**src/rtl/fifo_param.sv**
```systemverilog
// fifo_param: parametrised single-clock FIFO with occupancy count,
// programmable almost-full/almost-empty flags, synchronous flush and
// sticky overflow/underflow error flags.
//
// Build option: define FIFO_FWFT_EN for first-word fall-through
// (data_out shows the head word combinationally). Without it, data_out
// is a register loaded on an accepted read, valid one cycle after RE.
//
// Access rules (WE/RE are requests, there is no ready output):
//   read accepted  = RE && !empty
//   write accepted = WE && (!full || read accepted)
// A refused write sets overflow, a read request while empty sets
// underflow; both stay set until reset or clear. clear outranks WE/RE.
module fifo_param #(
   parameter int WIDTH     = 6,
   parameter int DEPTH     = 16,
   parameter int AF_THRESH = DEPTH - 2,
   parameter int AE_THRESH = 2
) (
   input  logic                     clk,
   input  logic                     reset,
   input  logic                     clear,
   input  logic                     WE,
   input  logic                     RE,
   input  logic [WIDTH-1:0]         data_in,
   output logic [WIDTH-1:0]         data_out,
   output logic                     empty,
   output logic                     full,
   output logic                     almost_full,
   output logic                     almost_empty,
   output logic [$clog2(DEPTH):0]   count,
   output logic                     overflow,
   output logic                     underflow
);

   localparam int AW = $clog2(DEPTH);
   localparam int CW = AW + 1;
   localparam logic [CW-1:0] FULL_C = CW'(DEPTH);
   localparam logic [31:0]   AF_U   = AF_THRESH;
   localparam logic [31:0]   AE_U   = AE_THRESH;

   logic [WIDTH-1:0] mem [DEPTH];
   logic [AW-1:0]    wr_ptr;
   logic [AW-1:0]    rd_ptr;
   logic             rd_acc;
   logic             wr_acc;

   // Flags are pure decodes of the count register.
   assign empty        = (count == '0);
   assign full         = (count == FULL_C);
   assign almost_full  = (32'(count) >= AF_U);
   assign almost_empty = (32'(count) <= AE_U);

   // A full FIFO may still take a write when a read frees a slot on the
   // same edge; an empty FIFO never serves a read in the write's cycle.
   assign rd_acc = RE && !empty;
   assign wr_acc = WE && (!full || rd_acc);

   // Storage array: not reset, written only by accepted writes.
   always_ff @(posedge clk) begin
      if (!clear && wr_acc) begin
         mem[wr_ptr] <= data_in;
      end
   end

   // Pointers, occupancy count and sticky error flags.
   always_ff @(posedge clk or negedge reset) begin
      if (!reset) begin
         wr_ptr    <= '0;
         rd_ptr    <= '0;
         count     <= '0;
         overflow  <= 1'b0;
         underflow <= 1'b0;
      end else if (clear) begin
         wr_ptr    <= '0;
         rd_ptr    <= '0;
         count     <= '0;
         overflow  <= 1'b0;
         underflow <= 1'b0;
      end else begin
         // Pointers are exactly AW bits wide, so DEPTH-1 -> 0 wraps for free.
         if (wr_acc) wr_ptr <= wr_ptr + AW'(1);
         if (rd_acc) rd_ptr <= rd_ptr + AW'(1);
         case ({wr_acc, rd_acc})
            2'b10:   count <= count + CW'(1);
            2'b01:   count <= count - CW'(1);
            default: count <= count;
         endcase
         if (WE && !wr_acc) overflow  <= 1'b1;
         if (RE && empty)   underflow <= 1'b1;
      end
   end

`ifdef FIFO_FWFT_EN
   // Head word is always presented; meaningless while empty.
   assign data_out = mem[rd_ptr];
`else
   // Registered read port: loads the head word on an accepted read, holds otherwise.
   always_ff @(posedge clk or negedge reset) begin
      if (!reset) begin
         data_out <= '0;
      end else if (clear) begin
         data_out <= '0;
      end else if (rd_acc) begin
         data_out <= mem[rd_ptr];
      end
   end
`endif

endmodule

```
**config.mk**
```make
export PLATFORM = sky130hd
export DESIGN_NAME = fifo_param
export DESIGN_NICKNAME = d
export VERILOG_FILES = /design/src/rtl/fifo_param.sv
export SDC_FILE = /design/constraint.sdc
export NUM_CORES = 1
export LEC_CHECK = 0
export ABC_AREA = 1
export CAP_MARGIN = 20
export CORE_UTILIZATION = 64
export CTS_CLUSTER_DIAMETER = 60
export DETAILED_ROUTE_END_ITERATION = 8
export PLACE_DENSITY_LB_ADDON = 0.12
export SLEW_MARGIN = 20
export SYNTH_ARGS = -nofsm -noshare
export SYNTH_HDL_FRONTEND = slang
export SYNTH_SLANG_ARGS = --single-unit
```
**constraint.sdc**
```tcl
create_clock -name clk -period 5.05 [get_ports clk]
set_input_delay 1.01 -clock clk [delete_from_list [all_inputs] [get_ports clk]]
set_output_delay 1.01 -clock clk [all_outputs]
set_load 0.01 [all_outputs]
```
* Word level (Yosys, flattened, before mapping) *
Memories as Yosys holds them, arrays and structs flattened.
Cells that the tools add are included.

cells by class
  $add $sub $neg = 4
  order comparisons = 2
  equality and inequality tests = 3
  multiplexer cells = 14
  reduce and logical (&&, ||, !) cells = 16

operator list
  operator                                                         count
  two-way mux 4 bit                                                4
  two-way mux 6 bit                                                2
  one-hot mux 5 bit (2 select lines)                               1
  adder 4 x 1 -> 4 bit (second input constant)                     2
  nonzero test 2 bit                                               4
  two-way mux 1 bit                                                6
  adder 5 x 1 -> 5 bit (second input constant)                     1
  == test 5 bit (second input constant)                            1
  >= comparator 5 x 4 -> 1 bit (second input constant)             1
  less-or-equal comparator 5 x 2 -> 1 bit (second input constant)  1
  logical AND 1 bit                                                5
  logical NOT 5 bit                                                1
  two-way mux 5 bit                                                1
  subtractor 5 x 1 -> 5 bit (second input constant)                1
  logical NOT 1 bit                                                4
  nonzero test 3 bit                                               1
  == test 2 x 1 -> 1 bit (second input constant)                   1
  == test 2 bit (second input constant)                            1
  logical OR 1 bit                                                 1

word-level totals
  flip-flop bits (word level) = 21
  memory bits (writable) = 96
  output and inout port bits = 17
  memories kept = 1

memories
  memory  words  bits a word  rd ports  clocked after Yosys merged registers in  write ports  line  source
  mem     16     6            1         0                                        1            42    logic [WIDTH-1:0] mem [DEPTH];

* Depth between registers and ports, before layout *
Gate-level depths: netlist (run 1).

  depth in word-level cells = 9
  gate-level depth with buffers = 13
  depth with buffers taken out = 13

* Worst setup path after synthesis (run 1) *
No wires, ideal clock.

  kind = input -> register
  start = in WE
  end = reg count[4]
  arrival = 2.115 ns
  data required time = 4.933 ns
  setup slack = 2.818 ns
  stages on the path = 10
  cell sequence = inv_1 > nand3_2 > fa_1 > nand3b_1 > nand2_1 > nand2_1 > nand3_1 > nand2_1 > nand2_1 > nand2_1

on the way
  longest elaborated chain between the ends = 4
  elaborated cells on any way between the ends = 6

RTL lines
  element                                                  line  source
  from (decl)                                              23    input logic WE,
  logical AND 1 bit *                                      57    assign wr_acc = WE && (!full || rd_acc);
  == test 2 x 1 -> 1 bit or == test 2 bit (tied branches)  84    case ({wr_acc, rd_acc})
  one-hot mux 5 bit (2 select lines)                       84
  two-way mux 5 bit                                        74    end else if (clear) begin
  to (signal assigned)                                     85    2'b10: count <= count + CW'(1);
  to (signal assigned)                                     86    2'b01: count <= count - CW'(1);
  to (signal assigned)                                     87    default: count <= count;
  to (decl)                                                31    output logic [$clog2(DEPTH):0] count,

Every way passes the cells marked *; elsewhere a longest branch is shown, timed or not.
A chain may end at the register's enable or synchronous reset.

* Worst setup path after layout (run 1) *
  start = reg count[3]
  end = out empty

on the way
  longest elaborated chain between the ends = 1

RTL lines
  element            line  source
  logical NOT 5 bit  49    assign empty = (count == '0);
  to (decl)          27    output logic empty,

Every way passes these cells.

==> out/qor.txt, run 1 <==
Status: complete, no violations
Critical Path RT: 4.04 ns
Total of max-cap violations: 0
Gr usage total: 30.73%
Drt wl/cell: 18.47 microns
HPWL after detailed placement: 7464 microns
Vias in the first global route: 3651
Unrepaired setup endpoints after global routing: false
Post-Syn Nets: 510
# diodes: 0
Synth async-reset ratio: 17.95%
Area of the multi-input gates: 1510 sq um
Post-CTS Setup Bufs: 0
Sequential area share after synthesis: 65.99%
Power Dens Cells: 495.4 nW/um^2
Fin crit period: 3.028 ns
Post-Route Setup TNS: 0 ns
Non-Filler Cell Area, Final: 6031 sq um
Sw frac: 31.33%
Die Wd: 91.84 microns
Worst-path fanout max: 6
Clk_skew: 0.006534 ns
Root Buffer: clkbuf_8
Min Hold Slack: 0.4423 ns
Int Pwr: 2052 uW
GP Congestion: 0.9473
Period utilisation layout: 59.97%
Max Transition Viols Final: 0
Starting density of the core: 66.49%
Worst skew pair latency: 0.52 ns
Die area: 8434 sq um
Post-Place Cells: 602
Worst Path Arrival: 2.02 ns
Main combinational cell family by area after synthesis: simple AND/OR/NAND/NOR gates
Startpoint types: flip-flop
First-pass DRT Iterations: 8
CTS tree: yes
Clock power frac: 38.1%
Synth Area in Compound Gates: 4.167%
DRT Wirelength: 11710 microns
CTS Buf Count: 17
Post-synthesis adder-cell area fraction: 2.326%
Area Overhead vs Synth: 16.76%
Worst slew pin tran: 1.040 ns
Most frequently used flop master after synthesis: edfxtp_1
Die Ht: 91.84 microns
Fmax: 330.2 MHz
I/O Pins: 28
HP Class: in -> async
Largest net degree at the start of global routing: 60
DP Area: 5464 sq um
Via density: 5.819
Max VDD drop: 332.7 uV
Worst-case clock buffer depth: 2
Comb power frac: 21.7%
# hold bufs at CTS: 0
Antenna violations before repair: 0
First-pass GRT wire length: 18710 microns
Mapped Area: 5165 sq um
Port bufs: 27
Rows: 32
Post-Synth XOR/XNOR Area: 0.5087%
Mux cell area share after synthesis: 0%
Total clock sinks: 117
DRC Markers: 0
Sw Pwr: 935.9 uW
Post-synth EDFFs: 96
Cell variety after synth: 30
Warnings from Yosys: 0
H-tree depth: 4
DR iter-0 viols: 456
Post_cts resized: 0
Mean Syn Cell Area: 10.54 sq um
Share of post-route cells with drive strength above 1: 8.647%
Fillcell total: 486
Max transition margin: 30.63%
Nets: 539
GRT overflow: 0
Number of hold violations in the final report: 0
Core area: 7767 sq um
Synth Area in Simple Gates: 22.24%
Synth Instances: 490
Static Leak: 0.002439 uW
Seq pwr share: 40.2%
Register Area: 3410 sq um
Kind of critical path: reg -> out
CP Capture Type: primary output
Post-route insts no fill: 634
Flops & latches, synth: 117
Clock transition at path regs: 0.06 ns
Setup violators final: 0
Via Count: 3689
Post-DRT Antenna Nets: 0
==> routing by layer <==
metal / wire [microns] / vias up / track usage [%]
li1: - / 1709 / -
met1: 4698 / 1758 / 41.20
met2: 5676 / 187 / 48.68
met3: 990 / 35 / 7.960
met4: 347 / 0 / 12.11
met5: 0 / - / 0
==> power groups by stage <==
stage | combinational, uW | sequential [uW] | clock [uW]
after floorplan | 439 | 1170 | 0
after global placement | 616 | 1210 | 0
after detailed placement | 635 | 1220 | 0
after CTS | 643 | 1200 | 1140
after global routing | 708 | 1210 | 1190
final | 648 | 1200 | 1140
==> Yosys cell counts, drive strengths merged, types with 5 or more instances <==
cell type,number,area [sq um]
o21ai,16,83.83
nor2,48,185.2
ha,8,100.1
nand3,59,322.8
nand3b,5,37.54
a21oi,9,56.31
dfrtp,21,525.5
buf,15,92.59
edfxtp,96,2883
nand2,156,593.1
o211ai,8,60.06
inv,39,146.4
==> layout make-up <==
cell class | count | area share [%]
sequential | 117 | 56.54
clock buffer | 18 | 6.929
clock inverter | 14 | 2.552
multi-input combinational | 317 | 25.04
timing repair buffer | 27 | 4.398
tap | 102 | 2.116
inverter | 39 | 2.427
==> sequential cells by signal, summed over array words and instances (netlist names) <==
register / count
overflow: 1
underflow: 1
mem: 96
rd_ptr: 4
data_out: 6
wr_ptr: 4
count: 5
==> stage by stage <==
| stage | total power [uW] | util (%) | setup WS (ns) |
|---|---|---|---|
| floorplan | 1609 | - | 2.818 |
| global placement | 1829 | 70.34 | 2.094 |
| detailed placement | 1851 | 70.34 | 2.007 |
| CTS | 2983 | 77.71 | 2.033 |
| global route | 3112 | 77.64 | 1.899 |
| finish | 2988 | 77.64 | 2.022 |
==> worst max-delay path, cell delays in order, from the launching register on <==
cell and delay (ns):
dfrtp_1 0.44, nor2_1 0.21, nand3_2 0.17, inv_1 0.12, clkdlybuf4s50_1 0.55
==> cell families after synthesis <==
family / after synthesis
and+or+nand+nor: 270
DFF: 117
buffers and inverters: 56
AOI/OAI and AO/OA: 35
adders and majority gates: 9
xor gates and xnor gates: 3
==> placed cells by master (no fill, tap or decap), drive strengths merged <==
cell | netlist | layout
xnor2 | 2 | 2
nand2 | 156 | 156
o21ai | 16 | 16
dfrtp | 21 | 21
clkinv | 0 | 6
a31oi | 1 | 1
nor3 | 2 | 2
bufinv | 0 | 2
a2111oi | 1 | 1
xor2 | 1 | 1
edfxtp | 96 | 96
buf | 15 | 1
nor2 | 48 | 48
nand3b | 5 | 5
a21oi | 9 | 9
clkinvlp | 0 | 3
inv | 39 | 42
fa | 1 | 1
o211ai | 8 | 8
nand3 | 59 | 59
clkbuf | 2 | 18
clkdlybuf4s50 | 0 | 26
ha | 8 | 8
==> worst paths after layout <==
kind                                               from                 endpoint  slack, ns  depth (start not counted)
worst max register to register    rd_ptr[0]$_DFFE_PN0P_  data_out[4]$_DFFE_PN0P_       2.48                          7
worst max-delay path               count[3]$_DFFE_PN0P_                    empty       2.02                          4
min in group clk                data_out[0]$_DFFE_PN0P_  data_out[0]$_DFFE_PN0P_       0.48                          2
worst min-delay path                              reset     count[0]$_DFFE_PN0P_       0.44                          1
max in group asynchronous                         reset    rd_ptr[0]$_DFFE_PN0P_       4.24                          1
worst min register to register  data_out[0]$_DFFE_PN0P_  data_out[0]$_DFFE_PN0P_       0.48                          2
(Power assumes the default switching activity.)
==> inputs of run 2 (changes only) <==
--- a/config.mk
+++ b/config.mk
@@ -7,7 +7,7 @@
 export LEC_CHECK = 0
 export ABC_AREA = 1
 export CAP_MARGIN = 20
-export CORE_UTILIZATION = 64
+export CORE_UTILIZATION = 59
 export CTS_CLUSTER_DIAMETER = 60
 export DETAILED_ROUTE_END_ITERATION = 8
 export PLACE_DENSITY_LB_ADDON = 0.12
==> constraint.sdc (replaced) <==
create_clock -name clk -period 3.04 [get_ports clk]
set_input_delay 0.608 -clock clk [delete_from_list [all_inputs] [get_ports clk]]
set_output_delay 0.608 -clock clk [all_outputs]
set_load 0.01 [all_outputs]
==> run 2 against run 1 <==
Compared with the run above:
- non-clock buffer count increased by 2
- clock power increased by 62%
- routed wire length decreased by 1.9%
- sequential power increased by 58%
- final cell count increased by 0.79%
- power increased by 65%
- count of clock-buffer cells in the layout unchanged
- critical endpoint is now almost_empty
==> out/qor.txt, run 2 (synthesized netlist as in run 1, its figures left out) <==
Status: complete, no violations
Total clock sinks: 117 (unchanged)
Worst-path fanout max: 7 (+1)
Rows: 33 (+3.1%)
Gr usage total: 27.97% (-2.8 points)
Number of hold violations in the final report: 0 (unchanged)
Area Overhead vs Synth: 16.86% (about the same)
H-tree depth: 4 (unchanged)
I/O Pins: 28 (unchanged)
Biggest regs: mem: 96 flops, data_out: 6 flops, count: 5 flops
Fmax: 385.0 MHz
Fin crit period: 2.598 ns
HP Class: in -> async
CP Buf/Inv Count: 1 (-1)
Worst slew pin tran: 0.8013 ns (-0.2392 ns)
# hold bufs at CTS: 0 (unchanged)
Root Buffer: clkbuf_8
Crit path max-delay family: buffers and inverters
Commonest non-fill, non-tap cell in the layout: nand2_1
Clk_skew: 0.008894 ns (+0.002359 ns)
Critical Path Max Stage Delay: 0.61 ns (+0.06 ns)
Startpoint types: flip-flop
Worst skew pair latency: 0.52 ns (about the same)
Post-CTS Setup Bufs: 0 (unchanged)
CTS Buf Count: 17 (unchanged)
Most frequent cells in the layout: 155 x nand2_1, 96 x edfxtp_1, 55 x nand3_1
Setup violators final: 0 (unchanged)
First-pass DRT Iterations: 6 (-2)
Reg with most FFs: mem
Kind of critical path: reg -> out
Post-Route Setup TNS: 0 ns (unchanged)
CP Cell Sequence: a2111oi_0 > clkdlybuf4s50_1
Drt wl/cell: 17.98 microns (-2.7%)
Total of max-cap violations: 0 (unchanged)
CP Capture Type: primary output
Core area: 8341 sq um (+7.4%)
Antenna violations before repair: 0 (unchanged)
Post_cts resized: 0 (unchanged)
Worst path slowest cell: clkdlybuf4s50_1
Via Count: 3635 (-1.5%)
# diodes: 0 (unchanged)
Die area: 9133 sq um (+8.3%)
Nets: 541 (+0.37%)
Period utilisation layout: 85.45%
Starting density of the core: 61.93% (-4.6 points)
GP Congestion: 0.8638 (-8.8%)
Max FFs per register: 96 (unchanged)
First-pass GRT wire length: 17840 microns (-4.6%)
Unrepaired setup endpoints after global routing: false
Power Dens Cells: 815.2 nW/um^2 (+65%)
Max VDD drop: 503.7 uV (+51%)
Min Hold Slack: 0.4327 ns (-0.009580 ns)
Worst Path Arrival: 1.99 ns (-0.03 ns)
Via density: 5.689 (-2.2%)
Max transition margin: 46.41% (+16 points)
Vias in the first global route: 3406 (-6.7%)
DRC Markers: 0 (unchanged)
CTS tree: yes
Worst-case clock buffer depth: 2 (unchanged)
Critical Path RT: 2.43 ns (-1.61 ns)
DR iter-0 viols: 330 (-28%)
Share of post-route cells with drive strength above 1: 8.052% (-0.59 points)
DRT Wirelength: 11490 microns (-1.9%)
Die Ht: 95.57 microns (+4.1%)
Port bufs: 27 (unchanged)
Static Leak: 0.002434 uW (-0.20%)
Die Wd: 95.57 microns (+4.1%)
Post-DRT Antenna Nets: 0 (unchanged)
Largest net degree at the start of global routing: 59 (-1.7%)
Max Transition Viols Final: 0 (unchanged)
Clock transition at path regs: 0.06 ns (about the same)
GRT overflow: 0 (unchanged)
HPWL after detailed placement: 7131 microns (-4.5%)
-- run 2: changes by cell type in the layout (fill, tap and decap cells not counted), sizes merged --
cell,before,now
clkdlybuf4s50,26,27
buf,1,2
clkinvlp,3,5
inv,42,40
-- run 2: area by class of cell --
type	instances	area [sq um]
inverter	39	146.4
clock buffer	18	417.9
tap	105	131.4
fill	577	2305
timing repair buffer	29	285.3
sequential	117	3408
multi-input combinational	317	1510
clock inverter	14	136.4
-- run 2: per-stage QoR --
step	util, %	worst slack (ns)	cells	instance area [sq um]	total power, uW
2_1_floorplan	-	1.086	490	5165	2673
3_3_place_gp	65.72	0.4750	607	5482	3053
3_5_place_dp	65.72	0.4253	607	5482	3076
4_1_cts	72.37	0.4231	639	6036	4929
5_1_grt	72.37	0.3330	639	6036	5108
6_report	72.37	0.4424	639	6036	4920
-- run 2: worst reg2reg max path: cells and delay by family, from the launching register on --
| family | cells | cell delay [ns] |
|---|---|---|
| AO/OA/AOI/OAI | 1 | 0.19 |
| adder cells (fa/ha/maj) | 1 | 0.33 |
| buffers and inverters | 1 | 0.12 |
| flip-flops | 1 | 0.45 |
| AND/OR/NAND/NOR | 10 | 0.95 |
-- run 2: path summary, 6_finish.rpt --
kind | to | slack, ns | from | cells after the start
worst max-delay path | almost_empty | 0.44 | count[1]$_DFFE_PN0P_ | 2
worst min-delay path | count[2]$_DFFE_PN0P_ | 0.43 | reset | 2
worst max register to register | count[4]$_DFFE_PN0P_ | 0.89 | count[3]$_DFFE_PN0P_ | 13
worst min register to register | data_out[0]$_DFFE_PN0P_ | 0.48 | data_out[0]$_DFFE_PN0P_ | 2
max in group asynchronous | rd_ptr[3]$_DFFE_PN0P_ | 2.39 | reset | 2
min in group clk | data_out[0]$_DFFE_PN0P_ | 0.48 | data_out[0]$_DFFE_PN0P_ | 2
-- run 2: routing by layer --
| layer | up-vias | routed length [microns] | track usage [%] |
|---|---|---|---|
| met5 | - | 0 | 0 |
| met4 | 0 | 201 | 13.93 |
| met3 | 22 | 907 | 6.619 |
| met2 | 193 | 5622 | 43.81 |
| met1 | 1713 | 4755 | 36.73 |
| li1 | 1707 | - | - |
-- run 2: power by group --
part	switching, uW	internal, uW	leakage (uW)
logic	749	421	0.00103
registers	80.5	1820	0.00115
clock network	696	1150	0.000256
total	1530	3400	0.00243
==> inputs of run 3 (changes only) <==
--- a/config.mk
+++ b/config.mk
@@ -11,7 +11,6 @@
 export CTS_CLUSTER_DIAMETER = 60
 export DETAILED_ROUTE_END_ITERATION = 8
 export PLACE_DENSITY_LB_ADDON = 0.12
-export SLEW_MARGIN = 20
 export SYNTH_ARGS = -nofsm -noshare
 export SYNTH_HDL_FRONTEND = slang
 export SYNTH_SLANG_ARGS = --single-unit
==> results of run 3 <==
Same layout as run 2: the final DEF is identical, and so are final timing and power.
==> patch 1: new RTL, config.mk and constraints of run 1 <==
`WIDTH`: 6 -> 12.
--- a/src/rtl/fifo_param.sv
+++ b/src/rtl/fifo_param.sv
@@ -13,5 +13,5 @@
 // underflow; both stay set until reset or clear. clear outranks WE/RE.
 module fifo_param #(
-   parameter int WIDTH     = 6,
+   parameter int WIDTH     = 12,
    parameter int DEPTH     = 16,
    parameter int AF_THRESH = DEPTH - 2,
Interface: changed (resized data_in and data_out); port bits go from 28 to 40. The function was not compared with the original's and may differ.
==> patch 1 against run 1 <==
Synthesized area up 78%; worst setup slack better by 0.047 ns; wire length up 78%; critical path depth up 1; power up 63%; cell area up 72%; highest routed layer unchanged; sequential cell count up 102; sequential share of layout area up 5.5 points.
==> patch 1: results (changes against run 1) <==
* Sw Ratio at 0.2942 (-0.01910)
* H-tree levels at 1 (-3)
* Most instantiated cells after synthesis: nand2_1, edfxtp_1, nor2_1
* GR Util met1 at 0.4120 (about the same)
* EDFF count, synth at 192 (+100%)
* Vias in the first global route at 5,811 (+59%)
* Ant. Diodes at 0 (unchanged)
* HP Class: register to register
* Vias per inst at 5.785 (-0.58%)
* Sequential power at 2.17 mW (+81%)
* Largest registers: mem (192), data_out (12), count (5)
* PortBufs at 39 (+44%)
* Drt wl/cell at 19.71 µm (+6.7%)
* Routed wl met2 at 9.759 mm (+72%)
* Worst vdd ir at 0.3370 mV (+1.3%)
* Sequential element share of the synthesized area at 0.7014 (+0.04148)
* Setup Buffers After CTS at 0 (unchanged)
* Final Net Count at 890 (+65%)
* Ranking of synthesized cells by area: edfxtp_1, nand2_1, dfrtp_1, nand3_1, nor2_1
* Met1 wire length at 8.699 mm (+85%)
* Met2 Use GR at 0.4594 (-0.02745)
* Cells on worst reg2reg path at 10 (+3)
* GRT Util Overall at 0.2919 (-0.01545)
* Placed Area at 0.009627 mm² (+76%)
* Clock Latency Late Sink at 0.51 ns
* Initial antenna violation count at 0 (unchanged)
* GPL Wtd Cong at 0.8535 (-9.9%)
* Share of cells above drive strength 1 at 0.06485 (-0.02162)
* Largest stage delay on the critical path at 0.82 ns (+0.27 ns)
* Post-DP HPWL at 13.21 mm (+77%)
* Iter 0 DRT Violations at 543 (+19%)
* Synthesized Nets at 859 (+68%)
* Clk_skew at 0.01649 ns (+0.009952 ns)
* Biggest fanout along the worst timing path at 12 (+6)
* CP arrival at 3.09 ns (+1.07 ns)
* Clock buffer depth at 3 (+1)
* Met3 Usage GRT at 0.03745 (-0.04215)
* Clock tree root buffer cell: clkbuf_16
* Share of flip-flops with an asynchronous set or reset at 0.1233 (-0.05620)
* Largest net degree at the start of global routing at 68 (+13%)
* Leak at 3.991 nW (+64%)
* Synth cell types at 29 (-3.3%)
* Top Layer Used: met4
* Hold path cells at 2
* Cts bufs inserted at 23 (+6)
* Pre-antenna DRT Iters at 5 (-3)
* Ys Warns at 0 (unchanged)
* Worst-Margin Slew at 1.055 ns (+0.01476 ns)
* Detail Route met3 WL at 1.544 mm (+56%)
* First-pass GRT wire length at 31.58 mm (+69%)
* Post-CTS sizing at 0 (unchanged)
* Fillers at 933 (+92%)
* Gate power share at 0.209 (-0.008)
* Outcome: finished clean
* Clk slew on worst S/H paths at 0.06 ns (about the same)
* Slowest CP cell: nor2_1
## patch 1: cell type report
cell class | count | area share
clock inverters | 7 | 0.008552
flip-flops and latches | 219 | 0.6205
inverters | 47 | 0.01698
clock buffers | 33 | 0.06396
repair buffers | 42 | 0.03975
well taps | 180 | 0.02168
multi-input cells | 531 | 0.2286
## patch 1: critical path: cells and delay by family
family          cells  cell delay (ns)
simple gates        2             1.08
compound gates      1             0.32
buf+inv             2             0.68
## patch 1: final timing paths
| kind | startpoint | end | slack (ns) |
|---|---|---|---|
| worst max-delay path | RE | mem[14][5] | 2.07 |
| worst min-delay path | data_out[6] | data_out[6] | 0.48 |
| worst max register to register | rd_ptr[0] | data_out[9] | 2.41 |
| worst min register to register | data_out[6] | data_out[6] | 0.48 |
| max in group asynchronous | reset | rd_ptr[0] | 3.86 |
| min in group asynchronous | reset | data_out[1] | 0.88 |
## patch 1: logic make-up (layout without fill, tap and decap cells)
group | Yosys count | count (layout) | share of synthesized area
xor+xnor | 2 | 2 | 0.001908
fa+ha+maj | 9 | 9 | 0.01308
buf+inv | 83 | 129 | 0.04087
simple gates | 451 | 451 | 0.2005
compound gates | 69 | 69 | 0.04224
flops | 219 | 219 | 0.7014
## patch 1: stage by stage
step | util | cells | setup WS, ns | hold WS, ns | total power [mW]
floorplan | - | 833 | 2.535 | 0.5130 | 2.850
global placement | 0.6909 | 1019 | 1.626 | 0.4662 | 3.176
detailed placement | 0.6909 | 1019 | 1.506 | 0.4679 | 3.206
CTS | 0.7449 | 1059 | 2.031 | 0.4842 | 4.869
global route | 0.7454 | 1059 | 1.895 | 0.5163 | 5.058
finish | 0.7454 | 1059 | 2.069 | 0.4846 | 4.861
==> patch 2: new RTL, settings of run 1 <==
Made on the original files. Register the output `overflow` once more, cleared by the reset; this adds one clock of latency there. The other outputs are not delayed to match.
--- a/src/rtl/fifo_param.sv
+++ b/src/rtl/fifo_param.sv
@@ -40,4 +40,6 @@
    localparam logic [31:0]   AE_U   = AE_THRESH;
 
+   logic overflow_s0;
+
    logic [WIDTH-1:0] mem [DEPTH];
    logic [AW-1:0]    wr_ptr;
@@ -70,5 +72,5 @@
          rd_ptr    <= '0;
          count     <= '0;
-         overflow  <= 1'b0;
+         overflow_s0 <= 1'b0;
          underflow <= 1'b0;
       end else if (clear) begin
@@ -76,5 +78,5 @@
          rd_ptr    <= '0;
          count     <= '0;
-         overflow  <= 1'b0;
+         overflow_s0 <= 1'b0;
          underflow <= 1'b0;
       end else begin
@@ -87,5 +89,5 @@
             default: count <= count;
          endcase
-         if (WE && !wr_acc) overflow  <= 1'b1;
+         if (WE && !wr_acc) overflow_s0 <= 1'b1;
          if (RE && empty)   underflow <= 1'b1;
       end
@@ -108,4 +110,12 @@
 `endif
 
+   always_ff @(posedge clk or negedge reset) begin
+      if (!reset) begin
+         overflow <= '0;
+      end else begin
+         overflow <= overflow_s0;
+      end
+   end
+
 endmodule
 
Check against the original RTL: no difference found for any inputs over 4 cycles, from zero or initial values and one cycle with reset low; that may be too few to reach the edited logic, so the function may still have changed.
==> patch 2 against run 1 <==
Sequential power is 4% lower; power down 1.5%; worst setup slack better by 0.0096 ns; die area rose by 1.1%; synthesized area increased by 1.1%; sequential cell count up 1; wire length fell by 3.3%; cell area is 0.33% higher; global-route usage is 1.2 points lower; critical endpoint is now almost_empty; largest cell class unchanged; largest power group unchanged; highest routed layer unchanged.
==> patch 2: results (changes against run 1) <==
* Sequential element share of the synthesized area at 0.6576 (-0.002323)
* GR Util met1 at 0.3975 (-0.01449)
* Hold slack at 0.3840 ns (-0.05832 ns)
* GRT Util Overall at 0.2957 (-0.01163)
* Ranking of synthesized cells by area: edfxtp_1, nand2_1, dfrtp_1, nand3_1, nor2_1
* Inst Count DP at 600 (-0.33%)
* Leak at 2.413 nW (-1.1%)
* Largest net degree at the start of global routing at 62 (+3.3%)
* Compound-Gate Fraction of Synth Area at 0.04984 (+0.008178)
* GPL Wtd Cong at 0.8399 (-11%)
* Reg2reg setup slack at 2.89 ns (+0.41 ns)
* Iter 0 DRT Violations at 355 (-22%)
* Final Net Count at 537 (-0.37%)
* HP Class: register to register
* Fillers at 497 (+2.3%)
* WL final at 11.33 mm (-3.3%)
* Vias in the first global route at 3,575 (-2.1%)
* Post-Synth Adder-Cell Area at 0.02301 (-0.0002508)
* Share of cells above drive strength 1 at 0.08679 (+0.0003263)
* Synth cell types at 32 (+6.7%)
* Post-DP HPWL at 7.267 mm (-2.6%)
* Largest stage delay on the critical path at 0.61 ns (+0.06 ns)
* Max Clock Freq at 0.3313 GHz (+0.32%)
* Clk_skew at 0.01051 ns (+0.003972 ns)
* Met1 wire length at 4.524 mm (-3.7%)
* Outcome: finished clean
* Drt wl/cell at 17.92 µm (-3.0%)
* Worst-Margin Slew at 0.8059 ns (-0.2346 ns)
* Routed wl met2 at 5.288 mm (-6.8%)
* Pre-antenna DRT Iters at 5 (-3)
* Mean Syn Cell Area at 10.72 µm² (+1.7%)
* Most instantiated cells after synthesis: nand2_1, edfxtp_1, nor2_1
* First-pass GRT wire length at 18.14 mm (-3.0%)
==> patch 2: cell type report <==
cell class / instances / area [µm²] / area share
clock buffers: 23 / 466.7 / 0.07713
clock inverters: 9 / 78.83 / 0.01303
inverters: 37 / 138.9 / 0.02295
flip-flops and latches: 118 / 3433 / 0.5674
repair buffers: 28 / 272.8 / 0.04508
multi-input cells: 315 / 1533 / 0.2533
well taps: 102 / 127.6 / 0.02109
==> patch 2: path summary, 6_finish.rpt <==
check,start,to,cells after the start
max,count[0],almost_empty,2
min,overflow_s0,overflow,0
max reg2reg,rd_ptr[0],data_out[5],8
min reg2reg,overflow_s0,overflow,0
max in group asynchronous,reset,wr_ptr[3],1
min in group asynchronous,reset,data_out[3],1
==> patch 2: power by group <==
| part | switching, mW | total, mW | internal, mW |
|---|---|---|---|
| clock network | 0.395 | 1.08 | 0.686 |
| registers | 0.0481 | 1.15 | 1.11 |
| logic | 0.446 | 0.708 | 0.261 |
| total | 0.889 | 2.94 | 2.05 |
